<file path="src/rtl/uparc_memu.sv">
// Memory-stage load/store unit: registers ALU results, runs single-beat bus
// transactions for loads/stores and presents the p3 destination pair for forwarding.
module uparc_memu #(
    parameter int ADDR_WIDTH  = 32,
    parameter int DATA_WIDTH  = 32,
    parameter int REGNO_WIDTH = 5
) (
    input  logic                   clk,
    input  logic                   rst,
    input  logic                   i_valid,
    input  logic [1:0]             i_op,
    input  logic [1:0]             i_size,
    input  logic                   i_sext,
    input  logic [REGNO_WIDTH-1:0] i_rd,
    input  logic [ADDR_WIDTH-1:0]  i_addr,
    input  logic [DATA_WIDTH-1:0]  i_data,
    output logic                   o_stall,
    output logic                   o_pend_load,
    output logic [REGNO_WIDTH-1:0] o_rd,
    output logic [DATA_WIDTH-1:0]  o_rd_data,
    output logic                   o_addr_err,
    output logic [1:0]             o_bus_cmd,
    output logic [ADDR_WIDTH-1:0]  o_bus_addr,
    output logic [DATA_WIDTH-1:0]  o_bus_data,
    output logic [3:0]             o_bus_be,
    input  logic                   i_bus_rdy,
    input  logic [DATA_WIDTH-1:0]  i_bus_data
);
    typedef enum logic { IDLE, BUSY } state_t;

    localparam logic [1:0] OP_LOAD  = 2'b01;
    localparam logic [1:0] OP_STORE = 2'b10;
    localparam logic [1:0] CMD_IDLE = 2'b00;
    localparam logic [1:0] CMD_RD   = 2'b01;
    localparam logic [1:0] CMD_WR   = 2'b10;

    state_t                 state, state_n;
    logic                   r_load, r_load_n;
    logic [1:0]             r_size, r_size_n;
    logic [1:0]             r_off, r_off_n;
    logic                   r_sext, r_sext_n;
    logic [REGNO_WIDTH-1:0] r_rd, r_rd_n;
    // One-entry holding slot for an ALU result accepted while the output
    // register is already claimed by a load completion.
    logic                   skid_valid, skid_valid_n;
    logic [REGNO_WIDTH-1:0] skid_rd, skid_rd_n;
    logic [DATA_WIDTH-1:0]  skid_data, skid_data_n;

    logic [REGNO_WIDTH-1:0] rd_n;
    logic [DATA_WIDTH-1:0]  rd_data_n;
    logic                   addr_err_n;
    logic [1:0]             cmd_n;
    logic [ADDR_WIDTH-1:0]  baddr_n;
    logic [DATA_WIDTH-1:0]  bdata_n;
    logic [3:0]             be_n;

    logic                   is_mem, aligned, accept, complete, out_used;
    logic [7:0]             lane_b;
    logic [15:0]            lane_h;
    logic [DATA_WIDTH-1:0]  load_value;

    assign is_mem   = (i_op == OP_LOAD) || (i_op == OP_STORE);
    assign accept   = i_valid && ((state == IDLE) || i_bus_rdy);
    assign complete = (state == BUSY) && i_bus_rdy;

    assign o_stall     = (state == BUSY) && !i_bus_rdy;
    assign o_pend_load = (state == BUSY) && r_load;

    always_comb begin
        unique case (i_size)
            2'b00:   aligned = 1'b1;
            2'b01:   aligned = !i_addr[0];
            default: aligned = (i_addr[1:0] == 2'b00);
        endcase
    end

    // Big-endian lanes: offset 0 is bits 31:24.
    always_comb begin
        unique case (r_off)
            2'd0:    lane_b = i_bus_data[31:24];
            2'd1:    lane_b = i_bus_data[23:16];
            2'd2:    lane_b = i_bus_data[15:8];
            default: lane_b = i_bus_data[7:0];
        endcase
        lane_h = r_off[1] ? i_bus_data[15:0] : i_bus_data[31:16];
        unique case (r_size)
            2'b00:   load_value = {{(DATA_WIDTH-8){r_sext & lane_b[7]}}, lane_b};
            2'b01:   load_value = {{(DATA_WIDTH-16){r_sext & lane_h[15]}}, lane_h};
            default: load_value = i_bus_data;
        endcase
    end

    always_comb begin
        // NOTE: every variable gets a default first so no path can leave one unassigned and infer a latch.
        state_n      = state;
        r_load_n     = r_load;
        r_size_n     = r_size;
        r_off_n      = r_off;
        r_sext_n     = r_sext;
        r_rd_n       = r_rd;
        skid_valid_n = skid_valid;
        skid_rd_n    = skid_rd;
        skid_data_n  = skid_data;
        rd_n         = '0;
        rd_data_n    = '0;
        addr_err_n   = 1'b0;
        cmd_n        = o_bus_cmd;
        baddr_n      = o_bus_addr;
        bdata_n      = o_bus_data;
        be_n         = o_bus_be;
        out_used     = 1'b0;

        if (complete) begin
            state_n = IDLE;
            cmd_n   = CMD_IDLE;
            if (r_load && (r_rd != '0)) begin
                rd_n      = r_rd;
                rd_data_n = load_value;
                out_used  = 1'b1;
            end
        end else if (state == IDLE && skid_valid && !(accept && is_mem && !aligned)) begin
            rd_n         = skid_rd;
            rd_data_n    = skid_data;
            skid_valid_n = 1'b0;
            out_used     = 1'b1;
        end

        if (accept) begin
            if (is_mem && !aligned) begin
                addr_err_n = 1'b1;
            end else if (is_mem) begin
                state_n  = BUSY;
                r_load_n = (i_op == OP_LOAD);
                r_size_n = i_size;
                r_off_n  = i_addr[1:0];
                r_sext_n = i_sext;
                r_rd_n   = i_rd;
                cmd_n    = (i_op == OP_LOAD) ? CMD_RD : CMD_WR;
                baddr_n  = {i_addr[ADDR_WIDTH-1:2], 2'b00};
                unique case (i_size)
                    2'b00: begin
                        be_n    = 4'b1000 >> i_addr[1:0];
                        bdata_n = {4{i_data[7:0]}};
                    end
                    2'b01: begin
                        be_n    = i_addr[1] ? 4'b0011 : 4'b1100;
                        bdata_n = {2{i_data[15:0]}};
                    end
                    default: begin
                        be_n    = 4'b1111;
                        bdata_n = i_data;
                    end
                endcase
            end else if (out_used) begin
                skid_valid_n = 1'b1;
                skid_rd_n    = i_rd;
                skid_data_n  = i_data;
            end else begin
                rd_n      = i_rd;
                rd_data_n = i_data;
            end
        end
    end

    always_ff @(posedge clk) begin
        if (rst) begin
            state      <= IDLE;
            r_load     <= 1'b0;
            r_size     <= '0;
            r_off      <= '0;
            r_sext     <= 1'b0;
            r_rd       <= '0;
            skid_valid <= 1'b0;
            skid_rd    <= '0;
            skid_data  <= '0;
            o_rd       <= '0;
            o_rd_data  <= '0;
            o_addr_err <= 1'b0;
            o_bus_cmd  <= CMD_IDLE;
            o_bus_addr <= '0;
            o_bus_data <= '0;
            o_bus_be   <= '0;
        end else begin
            // NOTE: non-blocking assignments so every register samples pre-edge values regardless of statement order.
            state      <= state_n;
            r_load     <= r_load_n;
            r_size     <= r_size_n;
            r_off      <= r_off_n;
            r_sext     <= r_sext_n;
            r_rd       <= r_rd_n;
            skid_valid <= skid_valid_n;
            skid_rd    <= skid_rd_n;
            skid_data  <= skid_data_n;
            o_rd       <= rd_n;
            o_rd_data  <= rd_data_n;
            o_addr_err <= addr_err_n;
            o_bus_cmd  <= cmd_n;
            o_bus_addr <= baddr_n;
            o_bus_data <= bdata_n;
            o_bus_be   <= be_n;
        end
    end
endmodule

</file>
<file path="config.mk">
export PLATFORM = sky130hd
export DESIGN_NAME = uparc_memu
export DESIGN_NICKNAME = d
export VERILOG_FILES = /design/src/rtl/uparc_memu.sv
export SDC_FILE = /design/constraint.sdc
export NUM_CORES = 1
export LEC_CHECK = 0
export BUFFER_PORTS_ARGS = -buffer_cell sky130_fd_sc_hd__clkbuf_2
export CELL_PAD_IN_SITES_DETAIL_PLACEMENT = 1
export CELL_PAD_IN_SITES_GLOBAL_PLACEMENT = 1
export CORE_UTILIZATION = 29
export CTS_CLUSTER_SIZE = 12
export DETAILED_ROUTE_END_ITERATION = 8
export GPL_ROUTABILITY_DRIVEN = 0
export HOLD_SLACK_MARGIN = 0.08
export PLACE_DENSITY = 0.64
export SETUP_SLACK_MARGIN = 0.05
export SYNTH_ARGS = -nofsm -noshare
export SYNTH_HDL_FRONTEND = slang
export SYNTH_SLANG_ARGS = --single-unit
</file>
<file path="constraint.sdc">
create_clock -name clk -period 2.3 [get_ports clk]
set_input_delay 0.46 -clock clk [delete_from_list [all_inputs] [get_ports clk]]
set_output_delay 0.46 -clock clk [all_outputs]
set_load 0.05 [all_outputs]
</file>
* Word-level counts from Yosys, hierarchy flattened
Cells that the tools add are included.
** Storage, ports and cells
- Flip-flop bits (word level) :: 156
- Bits of input ports :: 110
- Output and inout bits :: 110
- Logic and storage cells :: 93
** Operators by class
- Equality and inequality tests :: 6
- Shifts and indexed selects :: 1
- Mux-type cells :: 40
- Bitwise operators :: 6
- Reductions and logical operators :: 24
** Operators with widths (count)
- $mux 32 :: 7
- $pmux 32 s2 :: 2
- $mux 5 :: 7
- $pmux 8 s3 :: 1
- $mux 16 :: 1
- $mux 1 :: 14
- $logic_and 1x1->1 :: 10
- $mux 2 :: 5
- $eq 2x1->1 const B :: 4
- $logic_not 2->1 :: 4
- $pmux 4 s2 :: 1
- $reduce_bool 5->1 :: 1
- $eq 2x2->1 const B :: 2
- $logic_not 1->1 :: 4
- $mux 4 :: 1
- $not 1->1 :: 4
- $reduce_and 4->1 :: 1
- $shr 4x2->4 const A :: 1
- $reduce_and 3->1 :: 1
- $and 1x1->1 :: 2
- $logic_or 1x1->1 :: 2
- $pmux 1 s2 :: 1
- $reduce_or 2->1 :: 1

* Depth between registers and ports, before layout
- Word-level depth :: 13
- Depth in mapped cells :: 9
- Depth with buffers taken out :: 7

* Worst setup path before layout
Ideal clock, no wire load.
- Kind :: input to register
- Start point :: in i_op[1]
- End point :: reg o_rd_data[14]
- Setup time :: 142 ps
- Arrival time :: 1950 ps
- Data required time :: 2158 ps
- Setup slack :: 208 ps
- Stages on the path :: 8
- Buffers on the path :: 2
- Cells stage by stage :: inv_1 -> ha_1 -> nor2b_1 -> a31oi_2 -> buf_2 -> buf_2 -> a222oi_1 -> a211oi_2
** On the way
- Longest elaborated chain between the ends :: 12
- Elaborated cells between the ends (all ways) :: 16
- Those cells by class :: 2 x eq/ne; 8 x mux; 6 x reduce/logical
** RTL lines
- from (decl) :: RTL line 11 : input logic [1:0] i_op,
- $eq 2x1->1 / $eq 2x2->1 (equally long branches) :: RTL line 62 : assign is_mem = (i_op == OP_LOAD) || (i_op == OP_STORE);
- $logic_or 1x1->1 (*) :: RTL line 62
- $logic_and 1x1->1 (2 in series) :: RTL line 121 : end else if (state == IDLE && skid_valid && !(accept && is_mem && !aligned)) begin
- $logic_not 1->1 :: RTL line 121
- $logic_and 1x1->1 :: RTL line 121
- $mux 32 / $mux 1 (equally long branches) :: RTL line 121
- $mux 32 / $mux 1 (equally long branches) :: RTL line 113 : if (complete) begin
- $mux 32 :: RTL line 154 : end else if (out_used) begin
- $mux 32 :: RTL line 131 : end else if (is_mem) begin
- $mux 32 :: RTL line 129 : if (is_mem && !aligned) begin
- $mux 32 (*) :: RTL line 128 : if (accept) begin
- to (signal assigned) :: RTL line 195 : o_rd_data <= rd_data_n;
- to (decl) :: RTL line 20 : output logic [DATA_WIDTH-1:0] o_rd_data,
Every way passes the cells marked *; elsewhere a longest branch is shown, timed or not.
A chain may end at the register's enable or synchronous reset.

* Worst setup path in the final report
- Start point :: reg r_rd[3]
- End point :: reg o_rd_data[12]
** On the way
- Longest elaborated chain between the ends :: 8
- Elaborated cells between the ends (all ways) :: 10
- Those cells by class :: 8 x mux; 2 x reduce/logical
** RTL lines
- from (decl) :: RTL line 42 : logic [REGNO_WIDTH-1:0] r_rd, r_rd_n;
- from (signal assigned) :: RTL line 190 : r_rd <= r_rd_n;
- $reduce_bool 5->1 (*) :: RTL line 116 : if (r_load && (r_rd != '0)) begin
- $logic_and 1x1->1 (*) :: RTL line 116
- $mux 32 / $mux 1 (equally long branches) :: RTL line 116
- $mux 32 / $mux 1 (equally long branches) :: RTL line 113
- $mux 32 :: RTL line 154
- $mux 32 :: RTL line 131
- $mux 32 :: RTL line 129
- $mux 32 (*) :: RTL line 128
Marked as above.

==> results.md <==
- Status: complete, no violations
- Routing usage on met3: 3.64%
- Pin count of the biggest net entering global routing: 54
- Critical Path Max Stage Delay: 0.55 ns
- Drt via density: 5.09
- Placeable core region: 0.0227 mm2
- GRT Max-Usage Layer: met2
- Reg clk slew, reported paths: 0.07 ns
- Async SR Flop Fraction: 0%
- Area growth syn-to-layout: 36.1%
- Syn Area/Cell: 8.39 um2
- Cell count after synthesis: 804
- Final period demand of the worst path: 2.17 ns
- Netlist Area Pre-Place: 0.00675 mm2
- Root buffer cell: clkbuf_16
- Crit path DAT: 2.47 ns
- Synth area leaders: dfxtp_1, nand2_1, a21oi_1
- Family with the most delay on the worst path: compound AO/OA/AOI/OAI gates
- Die Height: 155 um
- Final hold slack: 0.252 ns
- Relative slew slack: 53.3%
- Final Setup Violations: 0
- Layout cell share with drive strength beyond 1: 32.7%
- Register area share after synthesis: 46.3%
- Vias: 6769
- Initial antenna violation count: 0
- FMAX: 0.461 GHz
- Dpl hpwl: 19000 um
- Power per cell area: 768 mW/mm2
- Final Non-Filler Cells: 1330
- Fin. max-slew vios: 0
- CP Launch Type: flop
- Actual slew at the worst max-slew pin: 0.700 ns
- Leakage: 3.75 nW
- DRC violations left: 0
- Row cnt: 55
- Sink Count: 156
- First-pass GRT wire length: 39700 um
- I/O Pins: 220
- I/O Buffers: 217
- GRT met2 Usage: 36.4%
- H-tree depth: 4
- Number of global-route vias before repair: 6724
- Die width: 155 um
- Worst IR Drop VDD: 0.435 mV
- Critical Path End Type: flop
- Post-synth EDFFs: 0
- Core Util, Final: 40.4%
- Cell variety after synth: 47
- CP Class: reg -> reg
- Setup TNS: 0 ns
- Post-synth top flop: dfxtp_1
- GR Util met1: 29.0%
- Max FO, Critical Path: 10
- Setup Skew: 0.00732 ns
- Total congestion overflow: 0
- Placed cells: 1295
- Diode count: 0
- Flops & latches, synth: 156
- Max cap viols: 0
- CTS tree: done
- Synth Warn #: 0
- RSZ-0062 raised after global routing: true
- Num CTS Buffers: 17
- Final Hold Viols: 0
- DRT Wirelength: 26100 um
- Clock tree buffer depth: 2
- Drt first pass iters: 6
- WL/cell: 19.6 um
- CP Cell Sequence: or4_4 > o21a_4 > buf_6 > and2_4 > buf_12 > a222oi_1 > a211oi_2
- Die ar.: 0.0239 mm2
- Post-DRT Antenna Nets: 0
- Nets: 1144
- Kind of path behind the tightest hold check: in -> reg
- Top cell type's share of synthesized area: 46.3%
- Worst path slowest cell: or4_4
- Final period utilization: 94.3%
- Gr usage total: 21.8%
- Worst skew pair latency: 0.42 ns
- WP data required: 2.60 ns
- WP buf/inv: 2
- Initial Util: 29.7%
- Yosys top cell by area: dfxtp_1
- Number of DRC markers in iteration 0: 382
[per-stage QoR]
stage | total power (W) | worst slack, ns | area [um2]
floorplan | 0.00365 | 0.208 | 6750
global placement | 0.00410 | -0.214 | 8480
detailed placement | 0.00411 | -0.261 | 8480
CTS | 0.00710 | 0.0506 | 9120
global route | 0.00731 | 0.0284 | 9190
finish | 0.00705 | 0.131 | 9190
[worst reg2reg max path: cells and delay by family, from the launching register on]
family / cells / cell delay [ns]
buffers and inverters: 2 / 0.26
flip-flops: 1 / 0.32
AO/OA/AOI/OAI: 3 / 0.75
AND/OR/NAND/NOR: 2 / 0.72
[metal layers]
metal	up-vias	wire length, um
li1	3270	-
met1	3328	11900
met2	145	12800
met3	26	1000
met4	0	378
met5	-	0
[registers in the layout (all words and copies together), names as in the netlist, 4 cells and up]
register    flops
o_bus_addr     30
skid_data      32
skid_rd         5
o_rd_data      32
o_rd            5
o_bus_data     32
o_bus_be        4
r_rd            5
[layout make-up]
cell class,instances,area [um2]
flip-flops and latches,156,3120
clock inverters,11,169
well taps,285,357
inverters,5,18.8
fillers,2740,13500
multi-input cells,573,3350
repair buffers,280,1720
clock buffers,20,447
[cell usage in the layout (no fill, tap or decap), drive strengths merged, types with 2 or more instances in the layout]
cell type  Yosys  layout
nand2b        12      12
and2           2       2
dfxtp        156     156
a311oi         3       3
a211oi        49      49
mux2           2       2
clkbuf        40     237
mux4           7       7
buf           31      63
nand3          5       5
clkinv         1       4
o211ai         8       8
nor2          67      67
a21oi        100     100
clkinvlp       0       4
o31ai          7       7
inv            4       4
nor2b          9       9
o21ai          6       6
a31oi          2       2
nand2        199     199
bufinv         0       4
nor3           9       9
mux2i         32      32
a22oi         16      16
or2            2       2
a2111oi        7       7
conb           1       2
a222oi        13      13
and3           2       2
[synth_stat cells, types with 3 or more instances]
| cell type | number |
|---|---|
| mux2i_1 | 32 |
| nand2_1 | 199 |
| a2111oi_0 | 7 |
| dfxtp_1 | 156 |
| a21oi_1 | 100 |
| a211oi_1 | 41 |
| a311oi_1 | 3 |
| nor2_1 | 67 |
| o211ai_1 | 8 |
| nand3_1 | 5 |
| nor2b_1 | 9 |
| a211oi_2 | 8 |
| buf_4 | 3 |
| nor3_1 | 8 |
| o21ai_0 | 5 |
| mux4_2 | 7 |
| inv_1 | 4 |
| a22oi_1 | 16 |
| clkbuf_1 | 40 |
| buf_2 | 23 |
| buf_1 | 3 |
| o31ai_1 | 7 |
| a222oi_1 | 13 |
| nand2b_1 | 12 |
[worst paths after layout]
check,cells after the start,start,endpoint,slack [ns]
worst max register to register,7,r_rd[3],o_rd_data[12],0.13
worst max-delay path,7,r_rd[3],o_rd_data[12],0.13
worst min register to register,2,o_bus_addr[12],o_bus_addr[12],0.45
worst min-delay path,3,i_addr[9],o_bus_addr[9],0.25
[cells by family after synthesis]
kind of cell	after synthesis	synth area share [%]
other	1	0.0556
AND/OR/NAND/NOR	313	19.3
multiplexers	41	7.42
flip-flops	156	46.3
adder cells (fa/ha/maj)	1	0.185
AO/OA/AOI/OAI	216	21.8
buffers and inverters	76	5.04
[power by group]
part           switching, W  leakage (nW)  internal [W]
registers         0.0000599          1.27       0.00281
clock network       0.00117         0.288       0.00184
logic              0.000825          2.19      0.000355
[repair_timing]
| action | in CTS | in global routing |
|---|---|---|
| buffers inserted | 0 | 3 |
| pin swaps | 0 | 4 |
| cloned | 0 | 1 |
| resized for setup | 10 | 6 |
| hold buffers | 0 | 0 |
| setup endpoints to repair | 30 | 8 |
Power figures use the tool's default switching activity.
